File: src/rtl/q2n_pkg.sv
// q2n_pkg: shared opcode values, FSM state encoding and opcode classification
// for the Q2-family serial datapath.
package q2n_pkg;

    localparam logic [2:0] OP_LDA = 3'b000;
    localparam logic [2:0] OP_ADD = 3'b001;
    localparam logic [2:0] OP_SUB = 3'b010;
    localparam logic [2:0] OP_AND = 3'b011;
    localparam logic [2:0] OP_NOR = 3'b100;
    localparam logic [2:0] OP_SHR = 3'b101;
    localparam logic [2:0] OP_LDX = 3'b110;
    localparam logic [2:0] OP_JMP = 3'b111;

    typedef enum logic [1:0] {
        ST_IDLE  = 2'd0,
        ST_SHIFT = 2'd1,
        ST_DONE  = 2'd2
    } state_t;

    // True for the ALU ops that walk through the bit-serial path.
    function automatic logic is_serial(input logic [2:0] opc);
        return (opc == OP_ADD) || (opc == OP_SUB) || (opc == OP_AND) || (opc == OP_NOR);
    endfunction

endpackage

File: src/rtl/q2n_alu_bit.sv
// q2n_alu_bit: one-bit ADD/SUB/AND/NOR cell with a registered carry.
// The carry is preset on load (1 for SUB so that A+~B+1 forms A-B) and
// advances once per enabled clock. cout is the carry out of the current bit,
// which on the last bit is the architectural carry.
module q2n_alu_bit
    import q2n_pkg::*;
(
    input  logic       clk,
    input  logic       rst,
    input  logic       load,
    input  logic       cin_init,
    input  logic       en,
    input  logic [2:0] op,
    input  logic       a,
    input  logic       b,
    output logic       res,
    output logic       cout
);

    logic carry_q;
    logic b_eff;

    assign b_eff = b ^ (op == OP_SUB);
    assign cout  = (a & b_eff) | (a & carry_q) | (b_eff & carry_q);

    // Result bit for the selected operation.
    always_comb begin
        res = 1'b0;
        case (op)
            OP_ADD, OP_SUB: res = a ^ b_eff ^ carry_q;
            OP_AND:         res = a & b;
            OP_NOR:         res = ~(a | b);
            default:        res = 1'b0;
        endcase
    end

    // Carry register: preset on accept, ripple forward one bit per shift.
    always_ff @(posedge clk or negedge rst) begin
        if (!rst) begin
            carry_q <= 1'b0;
        end else if (load) begin
            carry_q <= cin_init;
        end else if (en) begin
            carry_q <= cout;
        end
    end

endmodule

File: src/rtl/q2n_serial_dp.sv
// q2n_serial_dp: Q2-family datapath with accumulator A, index X, program
// counter P and flag F, sequenced by an IDLE/SHIFT/DONE FSM.
// Build option: define Q2N_PARALLEL_ALU_EN to evaluate ADD/SUB/AND/NOR in one
// cycle with a full-width adder; undefined builds use the bit-serial cell.
//
// Handshake: start/op/din are sampled on a rising edge only while busy=0
// (state IDLE); that edge is the accept edge and busy rises right after it.
// busy stays high until the DONE cycle ends; done is high for exactly that
// one cycle, during which a_out/x_out/p_out/f_out hold the final result.
// start seen while busy=1 is dropped, not queued.
module q2n_serial_dp
    import q2n_pkg::*;
#(
    parameter int WIDTH = 12
) (
    input  logic             clk,
    input  logic             rst,
    input  logic             start,
    input  logic [2:0]       op,
    input  logic [WIDTH-1:0] din,
    input  logic             dep,
    input  logic             incp,
    input  logic [WIDTH-1:0] sw,
    output logic             busy,
    output logic             done,
    output logic [WIDTH-1:0] a_out,
    output logic [WIDTH-1:0] x_out,
    output logic [WIDTH-1:0] p_out,
    output logic             f_out,
    output logic [1:0]       fsm_state
);

    state_t           state_q, state_d;
    logic [WIDTH-1:0] a_q, x_q, p_q;
    logic             f_q;
    logic             accept;

    assign accept    = (state_q == ST_IDLE) && start;
    assign busy      = (state_q != ST_IDLE);
    assign done      = (state_q == ST_DONE);
    assign a_out     = a_q;
    assign x_out     = x_q;
    assign p_out     = p_q;
    assign f_out     = f_q;
    assign fsm_state = state_q;

`ifdef Q2N_PARALLEL_ALU_EN
    logic             sub_sel;
    logic [WIDTH:0]   sum;

    // A + din, or A + ~din + 1 for SUB; bit WIDTH is the carry out.
    assign sub_sel = (op == OP_SUB);
    assign sum     = {1'b0, a_q} + {1'b0, din ^ {WIDTH{sub_sel}}} + {{WIDTH{1'b0}}, sub_sel};
`else
    localparam int CW = (WIDTH > 1) ? $clog2(WIDTH) : 1;

    logic [WIDTH-1:0] b_q;
    logic [CW-1:0]    cnt_q;
    logic [2:0]       op_q;
    logic             res_bit;
    logic             cout_bit;

    q2n_alu_bit u_alu_bit (
        .clk      (clk),
        .rst      (rst),
        .load     (accept && is_serial(op)),
        .cin_init (op == OP_SUB),
        .en       (state_q == ST_SHIFT),
        .op       (op_q),
        .a        (a_q[0]),
        .b        (b_q[0]),
        .res      (res_bit),
        .cout     (cout_bit)
    );
`endif

    // FSM state register.
    always_ff @(posedge clk or negedge rst) begin
        if (!rst) begin
            state_q <= ST_IDLE;
        end else begin
            state_q <= state_d;
        end
    end

    // Next-state logic: serial ops detour through SHIFT, everything else goes straight to DONE.
    always_comb begin
        state_d = state_q;
        case (state_q)
            ST_IDLE: begin
                if (start) begin
`ifdef Q2N_PARALLEL_ALU_EN
                    state_d = ST_DONE;
`else
                    state_d = is_serial(op) ? ST_SHIFT : ST_DONE;
`endif
                end
            end
`ifndef Q2N_PARALLEL_ALU_EN
            ST_SHIFT: begin
                if (cnt_q == '0) begin
                    state_d = ST_DONE;
                end
            end
`endif
            ST_DONE: state_d = ST_IDLE;
            default: state_d = ST_IDLE;
        endcase
    end

    // Architectural registers: op execution on accept, serial shifting, panel functions while idle.
    always_ff @(posedge clk or negedge rst) begin
        if (!rst) begin
            a_q <= '0;
            x_q <= '0;
            p_q <= '0;
            f_q <= 1'b0;
`ifndef Q2N_PARALLEL_ALU_EN
            b_q   <= '0;
            cnt_q <= '0;
            op_q  <= OP_LDA;
`endif
        end else begin
            case (state_q)
                ST_IDLE: begin
                    if (start) begin
                        case (op)
                            OP_LDA: a_q <= din;
                            OP_SHR: begin
                                a_q <= {f_q, a_q[WIDTH-1:1]};
                                f_q <= a_q[0];
                            end
                            OP_LDX: x_q <= din;
                            OP_JMP: p_q <= din;
`ifdef Q2N_PARALLEL_ALU_EN
                            OP_ADD, OP_SUB: begin
                                a_q <= sum[WIDTH-1:0];
                                f_q <= sum[WIDTH];
                            end
                            OP_AND: a_q <= a_q & din;
                            default: a_q <= ~(a_q | din);
`else
                            default: begin
                                b_q   <= din;
                                op_q  <= op;
                                cnt_q <= CW'(WIDTH - 1);
                            end
`endif
                        endcase
                    end else if (dep) begin
                        a_q <= sw;
                    end else if (incp) begin
                        p_q <= p_q + WIDTH'(1);
                    end
                end
`ifndef Q2N_PARALLEL_ALU_EN
                ST_SHIFT: begin
                    a_q <= {res_bit, a_q[WIDTH-1:1]};
                    b_q <= {1'b0, b_q[WIDTH-1:1]};
                    if (cnt_q == '0) begin
                        if ((op_q == OP_ADD) || (op_q == OP_SUB)) begin
                            f_q <= cout_bit;
                        end
                    end else begin
                        cnt_q <= cnt_q - CW'(1);
                    end
                end
`endif
                default: begin
                end
            endcase
        end
    end

endmodule

File: config.mk
export PLATFORM = sky130hd
export DESIGN_NAME = q2n_serial_dp
export DESIGN_NICKNAME = d
export VERILOG_FILES = /design/src/rtl/q2n_pkg.sv /design/src/rtl/q2n_alu_bit.sv /design/src/rtl/q2n_serial_dp.sv
export SDC_FILE = /design/constraint.sdc
export NUM_CORES = 1
export LEC_CHECK = 0
export ABC_CLOCK_PERIOD_IN_PS = 2800
export BUFFER_PORTS_ARGS = -buffer_cell sky130_fd_sc_hd__buf_2
export CORE_MARGIN = 3
export CORE_UTILIZATION = 50
export DETAILED_ROUTE_END_ITERATION = 8
export PLACE_DENSITY = 0.82
export SETUP_SLACK_MARGIN = 0.02
export SYNTH_ARGS = -nofsm -noshare
export SYNTH_HDL_FRONTEND = slang
export SYNTH_HIERARCHICAL = 1
export SYNTH_SLANG_ARGS = --single-unit
File: constraint.sdc
create_clock -name clk -period 2.8 [get_ports clk]
set_input_delay 0 -clock clk [delete_from_list [all_inputs] [get_ports clk]]
set_output_delay 0 -clock clk [all_outputs]
set_load 0.02 [all_outputs]
# == Word level (Yosys, flattened, before mapping) ==
# Cells that the tools add are included.
# classes
eq_ne,23
n_bitwise,12
n_reduce_logical,23
muxes,27
add_sub_neg,2
# op_table
cell,count
$mux 12,8
$pmux 12 s2,3
$eq 3x3->1 const B,5
$add 12x1->12 const B,1
$eq 3x2->1 const B,4
$mux 4,3
$ne 2x2->1 const B,6
$reduce_and 3->1,4
$pmux 4 s2,1
$reduce_and 4->1,2
$reduce_bool 2->1,4
$eq 3x1->1 const B,2
$mux 1,6
$mux 2,3
$reduce_and 5->1,1
$and 1x1->1,4
$logic_not 4->1,1
$logic_or 1x1->1,4
$ne 2x1->1 const B,2
$ne 4x2->1 const B,1
$pmux 2 s2,1
$reduce_or 4->1,1
$sub 4x1->4 const B,1
$logic_not 3->1,1
other kinds (12),18
# totals
reg_bits,59
inputBits,32
output_inout_bits,41
elab_cells,96

# == Depth between registers and ports, before layout ==
# Gate-level depths: netlist of the first run.
# depth
word_depth,8
depth_mapped,10
mapped_depth_nobuf,10

# == Modules after synthesis ==
# The synthesis of the first run kept the hierarchy.
# modules_own_cells
module,seq_area_each_um2,area_each_um2,instances,cells_per_inst
q2n_serial_dp,1451.4,3100.5,1,316
q2n_alu_bit,25.0,135.1,1,18

# == Worst setup path before layout of the first run ==
# Ideal clock, no wire load.
# synth_timing
kind,register to register
startpoint,reg op_q[0]
endpoint,reg a_q[11] (netlist: a_out[11])
t_arrival_ps,1786
stages_incl_launch_ff,11
required_ps,2679
slack_ps,893
setup_ps,121
n_path_buf,0
period_less_slack_ps,1907
path_cell_list,dfrtp_1 nor2_1 nand2_1 xor2_1 fa_1 and2b_1 o21bai_1 o21ai_1 nand2_1 nand2_1 o22a_1
# synth_between
elab_chain_len,6
elab_cells_between_ends,10
cone_classes,4 x eq/ne; 2 x mux; 3 x bitwise; 1 x reduce/logical
# synth_lines
item,line,source
from (decl),q2n_serial_dp.sv:59,logic [2:0] op_q;
from (signal assigned),q2n_serial_dp.sv:145,op_q <= op;
$eq 3x2->1,"q2n_alu_bit.sv:23, q2n_alu_bit.sv:29",
$xor 1x1->1,q2n_alu_bit.sv:23,assign b_eff = b ^ (op == OP_SUB);
$xor 1x1->1 (2 in a row),q2n_alu_bit.sv:30,"OP_ADD, OP_SUB: res = a ^ b_eff ^ carry_q;"
$pmux 1 s3 *,q2n_alu_bit.sv:29,case (op)
net res_bit,q2n_serial_dp.sv:60,logic res_bit;
$pmux 12 s2 *,q2n_serial_dp.sv:124,case (state_q)
to (signal assigned),q2n_serial_dp.sv:128,OP_LDA: a_q <= din;
to (signal assigned),q2n_serial_dp.sv:130,"a_q <= {f_q, a_q[WIDTH-1:1]};"
to (signal assigned),q2n_serial_dp.sv:151,a_q <= sw;
to (decl),q2n_serial_dp.sv:34,"logic [WIDTH-1:0] a_q, x_q, p_q;"
# The timed path passes the listed nets; every way through them passes the cells marked *.
# A chain may end at the register's enable or synchronous reset.

# == Worst setup path after layout of the first run ==
# layout_timing
startpoint,reg state_q[1] (netlist: fsm_state[1])
endpoint,reg a_q[4] (netlist: a_out[4])
# layout_between
elab_chain_len,3
elab_cells_between_ends,7
cone_classes,3 x eq/ne; 1 x mux; 3 x reduce/logical
# layout_lines
item,line,source
from (decl),q2n_serial_dp.sv:33,"state_t state_q, state_d;"
from (signal assigned),q2n_serial_dp.sv:82,state_q <= state_d;
$logic_not 2->1 or $eq 2x1->1 (tied branches),q2n_serial_dp.sv:124,
"$ne 4x2->1 (no source line), or another cell as far along",--,
$reduce_and 3->1 (no source line),--,
# Several ways; a longest one is shown, not always the timed one.

==> impl_metrics.py, run 1 <==
metrics = {
    "logic_synthesis": {
        "avgSynthCellArea_sq_um": 9.69,
        "yosys-top-cells-count": "dfrtp_1 (59), nand2_1 (31), a21o_1 (23)",
        "synth-seq-area-share": 0.456,
        "postSynthNetCount": 369,
        "synth_fa_ha_area_frac": 0.0139,
        "synth_top_area_frac": 0.456,
        "synth_top_family_by_area": "compound AO/OA/AOI/OAI gates",
        "synth_edf_count": 0,
        "synth_area_leaders": "dfrtp_1 (46%), mux2_2 (5.9%), a21o_1 (5.3%), a22oi_1 (3.9%), nand2_1 (3.6%)",
        "synthMuxAreaShare": 0.0654,
        "ys_seq_elements": 59,
        "synthSimpleGateAreaFrac": 0.186,
        "synth_most_common_cell": "dfrtp_1",
        "synthCells": 334,
        "synth.distinct_cells": 53,
        "yosysWarnings": 6,
        "synth-xor-area-share": 0.0135,
        "async_reset_ff_frac": 1.00,
        "synthesis.area_sq_um": 3240,
        "synth_compound_area_frac": 0.219,
        "yosys.area.top_type": "dfrtp_1",
        "synth_top_flop_cell": "dfrtp_1",
    },
    "die": {
        "initial_utilization": 0.531,
        "die_w_um": 86.4,
        "io_pins": 73,
        "die_area_sq_um": 7470,
        "die_h_um": 86.4,
        "fp.coreArea_sq_um": 6100,
        "rows": 28,
    },
    "sta": {
        "fin_ws_ns": 0.608,
        "slew_headroom": 0.292,
        "fin_crit_ns": 2.19,
        "fmax_mhz": 456,
        "setup_violations": 0,
        "tightest_slew_ns": 1.06,
        "rsz0062_at_grt": "no",
        "timing.final.max_slew_violations": 0,
        "skew_ns": 0.00953,
        "fin_setup_tns_ns": 0,
        "period_share": 0.783,
        "hold_viol": 0,
    },
    "clock_tree": {
        "ctsResizeCount": 0,
        "htree_levels": 3,
        "tritoncts": "done",
        "cts_sinks": 59,
        "cts_hold_buf": 16,
        "cts_max_path_buffers": 2,
        "clk_latency_ns": 0.34,
        "cts_buffers": 9,
        "post-cts-setup-buffers": 0,
        "cts_root_buf": "clkbuf_8",
        "clkTransAtPathRegs_ns": 0.06,
    },
    "global_routing": {
        "grt_pass1_vias": 2880,
        "grt_max_degree": 49,
        "grt_usage": 0.253,
        "grt_pass1_wl_mm": 14.6,
        "gr-total-overflow": 0,
        "antenna_found_initial": 0,
    },
    "final_layout": {
        "num_antenna_cells": 0,
        "fillers": 505,
        "regArea_sq_um": 1480,
        "syn_to_final_growth_pct": 24.2,
        "drive_gt1_frac": 0.278,
        "nets": 451,
        "multi_input_area_sq_um": 1610,
    },
    "critical_path": {
        "path_class": "reg2reg",
        "r2r_start": "fsm_state[1]",
        "cp-startpoint": "fsm_state[1]",
        "crit_buf_inv": 3,
        "crit_path_end_kind": "flop",
        "cp_max_fo": 30,
        "crit_chain": "nand2b_1 > buf_4 > inv_1 > buf_4 > nor2_1 > a22oi_1 > a31oi_1",
        "worstPathArrival_ns": 2.45,
        "cp_common_cell": "buf_4",
        "cpPeakStageDelay_ns": 0.60,
        "critPathTopFamily": "simple AND/OR/NAND/NOR gates",
        "required_ns": 3.06,
        "startpoint_type": "flop",
        "cpMaxStageDelayCell": "nor2_1",
    },
    "job": {
        "drv_cap": 0,
    },
    "pwr": {
        "power.leakage_nw": 1.92,
        "ir_drop_v": 0.000731,
        "power_density_nw_per_um2": 1140,
    },
    "routing": {
        "post_drt_via_cell_ratio": 6.19,
        "first_pass_iters": 6,
        "routed_wl_mm": 9.02,
        "drt-wirelength-per-cell_um": 18.2,
        "drtAntennaViolNets": 0,
        "dr_total_vias": 3068,
        "drc": 0,
        "drt-initial-drc-count": 284,
    },
    "run_status": {
        "run_status": "complete, no violations",
    },
    "worst_hold_path": {
        "hold_path_class": "in2reg",
        "hold_start": "sw[1]",
    },
    "placement": {
        "dp_hpwl_mm": 6.07,
        "port_buffers": 72,
        "routabilityCongestion": 0.874,
        "pre_cts_slack_ns": 0.674,
    },
}
==> worst min-delay path, stage by stage <==
cell and delay, ns:
buf_2 0.08, a22oi_1 0.05, a31oi_1 0.16
==> path summary, 6_finish.rpt <==
kind	end	slack (ns)	depth (start not counted)
setup / recovery	a_out[4]	0.61	7
hold / removal	a_out[1]	0.007	3
setup reg to reg	a_out[4]	0.61	7
hold reg to reg	b_q[3]	0.48	1
max in group asynchronous	a_out[1]	1.66	3
min in group asynchronous	p_out[7]	0.40	2
==> state kept, by name, summed over array words and instances, names as in the netlist <==
signal             count
fsm_state              2
cnt_q                  4
f_out                  1
a_out                 12
b_q                   12
x_out                 12
op_q                   3
p_out                 12
u_alu_bit/carry_q      1
==> cells in the final DEF (no fill, tap or decap), types with 6 or more instances in the layout <==
cell / netlist / routed
o21ai_0: 14 / 14
a22o_1: 12 / 12
a21oi_1: 6 / 6
buf_4: 2 / 6
dlygate4sd3_1: 0 / 16
mux2_2: 17 / 17
a22oi_1: 17 / 17
nor3_1: 12 / 12
buf_2: 7 / 72
nor2_1: 22 / 22
nand2_1: 31 / 31
nand3_1: 20 / 20
a31oi_1: 13 / 13
a21o_1: 23 / 23
clkbuf_8: 0 / 10
dfrtp_1: 59 / 59
inv_1: 8 / 8
==> power by group <==
part,total [W],switching (W),internal (W),leakage [nW]
sequential,0.00159,0.000365,0.00123,0.703
clock,0.000953,0.000340,0.000613,0.123
combinational,0.00203,0.00118,0.000855,1.10
==> cell type report <==
| type | count | share of cell area |
|---|---|---|
| clock buffer | 11 | 0.0352 |
| clock inverter | 5 | 0.0249 |
| inverter | 8 | 0.00747 |
| multi-input combinational | 244 | 0.401 |
| sequential | 59 | 0.367 |
| tap | 75 | 0.0233 |
| timing repair buffer | 94 | 0.141 |
==> cells by family after synthesis <==
family	after synthesis
muxes	19
DFF	59
buffers and inverters	31
adders and majority gates	3
AOI/OAI and AO/OA	100
and+or+nand+nor	117
xor gates and xnor gates	5
==> metal layers <==
layer	track usage	share of wire	wire, um
met5	0	0	0
met3	0.0561	0.085	771
met1	0.358	0.43	3850
met4	0.120	0.029	259
met2	0.371	0.46	4150
==> metrics by stage <==
| step | hold slack (ns) | utilization | total power, W | cell area [sq um] | cells |
|---|---|---|---|---|---|
| 2_1_floorplan | -0.296 | - | 0.00297 | 3240 | 334 |
| 3_3_place_gp | 0.246 | 0.593 | 0.00351 | 3620 | 464 |
| 3_5_place_dp | 0.250 | 0.593 | 0.00359 | 3620 | 464 |
| 4_1_cts | 0.000431 | 0.659 | 0.00457 | 4020 | 496 |
| 5_1_grt | 0.00885 | 0.659 | 0.00488 | 4020 | 496 |
| 6_report | 0.00704 | 0.659 | 0.00458 | 4020 | 496 |
No activity file was read; power rests on OpenSTA's default activity.
==> inputs of run 2 (changes only) <==
ABC_CLOCK_PERIOD_IN_PS = 1900   (was 2800)
CORE_UTILIZATION = 49   (was 50)
PLACE_DENSITY = 0.83   (was 0.82)
clock period = 1.9 ns   (was 2.8 ns; I/O delays follow)
==> run 2 against run 1 <==
Effect of this change:
- the flow now finishes with violations (negative setup slack)
- sequential share of layout area fell by 1.2 points
- clock power increased by 37%
- clock skew is 0.00073 ns lower
- global-route usage increased by 0.20 points
- largest power group unchanged
- wire length increased by 1.0%
- clock-buffer cell count shrank 2
- hold slack got worse by 0.0041 ns
- via count rose by 0.72%
- final area rose by 3.3%
- non-clock buffer count grew 17
- sequential power is 42% higher
==> impl_metrics.py, run 2 (synthesized netlist as in run 1, its figures left out) <==
metrics = {
    "critical_path": {
        "worstPathArrival_ns": 2.24,
        "crit_path_end_kind": "flop",
        "cp_common_cell": "nand2_1",
        "r2r_setup_slack_ns": -0.11,
        "cp_max_fo": 2,
        "critPathTopFamily": "adder cells",
        "path_class": "reg2reg",
        "cpMaxStageDelayCell": "fa_1",
        "required_ns": 2.13,
        "crit_buf_inv": 0,
        "startpoint_type": "flop",
        "crit_chain": "nor2_1 > nand2_1 > xor2_1 > fa_1 > and2b_1 > o21bai_1 > o21ai_1 > nand2_1 > nand2_1 > o22a_1",
        "reg2regPathDepth": 10,
        "r2r_start": "op_q[2]",
        "cpPeakStageDelay_ns": 0.50,
        "crit-reg2reg-capture": "a_out[11]",
    },
    "clock_tree": {
        "cts_root_buf": "clkbuf_8",
        "cts_buffers": 9,
        "htree_levels": 3,
        "clk_latency_ns": 0.35,
        "tritoncts": "done",
        "clkTransAtPathRegs_ns": 0.07,
        "cts_sinks": 59,
        "cts_max_path_buffers": 2,
    },
    "final_layout": {
        "drive_gt1_frac": 0.311,
        "num_antenna_cells": 0,
        "layout_common_cells": "buf_2 (72), dfrtp_1 (59), nand2_1 (31)",
        "post-route-cell-area_sq_um": 4150,
        "nets": 468,
        "layout_commonest_cell": "buf_2",
        "postLayoutCoreUtil": 0.673,
        "syn_to_final_growth_pct": 28.3,
    },
    "sta": {
        "fmax_mhz": 498,
        "period_share": 1.06,
        "fin_setup_tns_ns": -0.107,
        "timing.final.max_slew_violations": 0,
        "rsz0062_at_grt": "yes",
        "fin_ws_ns": -0.107,
        "skew_ns": 0.00879,
        "slew_headroom": 0.362,
        "hold_viol": 0,
        "holdWs_ns": 0.00292,
        "fin_crit_ns": 2.01,
        "setup_violations": 1,
        "tightest_slew_ns": 0.955,
    },
    "routing": {
        "dr_total_vias": 3090,
        "drt-initial-drc-count": 243,
        "routed_wl_mm": 9.12,
        "drt-wirelength-per-cell_um": 17.8,
        "drtAntennaViolNets": 0,
        "first_pass_iters": 5,
        "drc": 0,
        "post_drt_via_cell_ratio": 6.02,
    },
    "global_routing": {
        "gr-total-overflow": 0,
        "grt_pass1_wl_mm": 15.1,
        "grt_usage": 0.255,
        "grt_pass1_vias": 3172,
        "grt_max_degree": 26,
        "antenna_found_initial": 0,
    },
    "die": {
        "io_pins": 73,
        "initial_utilization": 0.525,
        "die_area_sq_um": 7610,
        "die_w_um": 87.3,
        "rows": 28,
        "die_h_um": 87.3,
        "fp.coreArea_sq_um": 6170,
    },
    "worst_hold_path": {
        "holdPathStages": 3,
        "hold_path_class": "in2reg",
        "hold_end": "a_out[1]",
        "hold_start": "sw[1]",
    },
    "placement": {
        "dp_hpwl_mm": 6.28,
        "place_area_sq_um": 3730,
        "routabilityCongestion": 0.849,
        "port_buffers": 72,
    },
    "run_status": {
        "run_status": "finished, violations left",
        "violations": "negative setup slack",
    },
    "pwr": {
        "ir_drop_v": 0.00100,
        "power_density_nw_per_um2": 1630,
        "p_total_w": 0.00679,
        "power.leakage_nw": 1.98,
    },
    "job": {
        "drv_cap": 0,
    },
}
run 2: cell count changes in the layout (fill, tap and decap cells not counted), moves of 2 or more:
cell,previous run,this run
clkinv_2,2,0
dlygate4sd3_1,16,18
clkinvlp_4,0,3
buf_4,6,20
run 2: layout make-up:
cell class,count,area [sq um]
multi-input combinational,244,1620
timing repair buffer,111,711
clock inverter,7,100
fill,507,2010
tap,75,93.8
inverter,8,30.0
clock buffer,9,124
sequential,59,1480
run 2: timing repair:
item,4_1_cts,5_1_grt
resized for setup,0,3
endpoints found under the setup margin,1,26
pin swaps,1,2
gates cloned,0,0
hold buffers,18,0
setup buffers,1,0
hold endpoints to repair,39,0
run 2: worst max-delay path by stage:
stage / start / end / slack (ns) / cells past startpoint
final: op_q[2] / a_out[11] / -0.11 / 10
after global routing: op_q[2] / a_out[11] / -0.21 / 10
after CTS: op_q[0] / a_out[11] / -0.10 / 10
after detailed placement: op_q[2] / a_out[11] / -0.1 / 10
after global placement: op_q[2] / a_out[11] / 0.007 / 10
after floorplan: op_q[0] / a_out[11] / -0.007 / 10
run 2: worst min-delay path, cell delays in order:
cell     delay [ns]
buf_2          0.08
a22oi_1        0.05
a31oi_1        0.17
run 2: metrics by stage:
step / cells / worst slack, ns
2_1_floorplan: 334 / -0.00742
3_3_place_gp: 478 / 0.00671
3_5_place_dp: 478 / -0.0964
4_1_cts: 513 / -0.103
5_1_grt: 513 / -0.214
6_report: 513 / -0.107
run 2: where the power goes:
group          leakage [nW]  total, W  switching, W  internal, W
clock network         0.102   0.00131      0.000561     0.000744
logic                  1.18   0.00322       0.00183      0.00139
registers             0.703   0.00226      0.000458      0.00181
run 2: layer usage:
metal  global-route usage  share of wire
met5                    0              0
met4                0.112          0.026
met3               0.0511          0.077
met2                0.412           0.48
met1                0.332           0.42
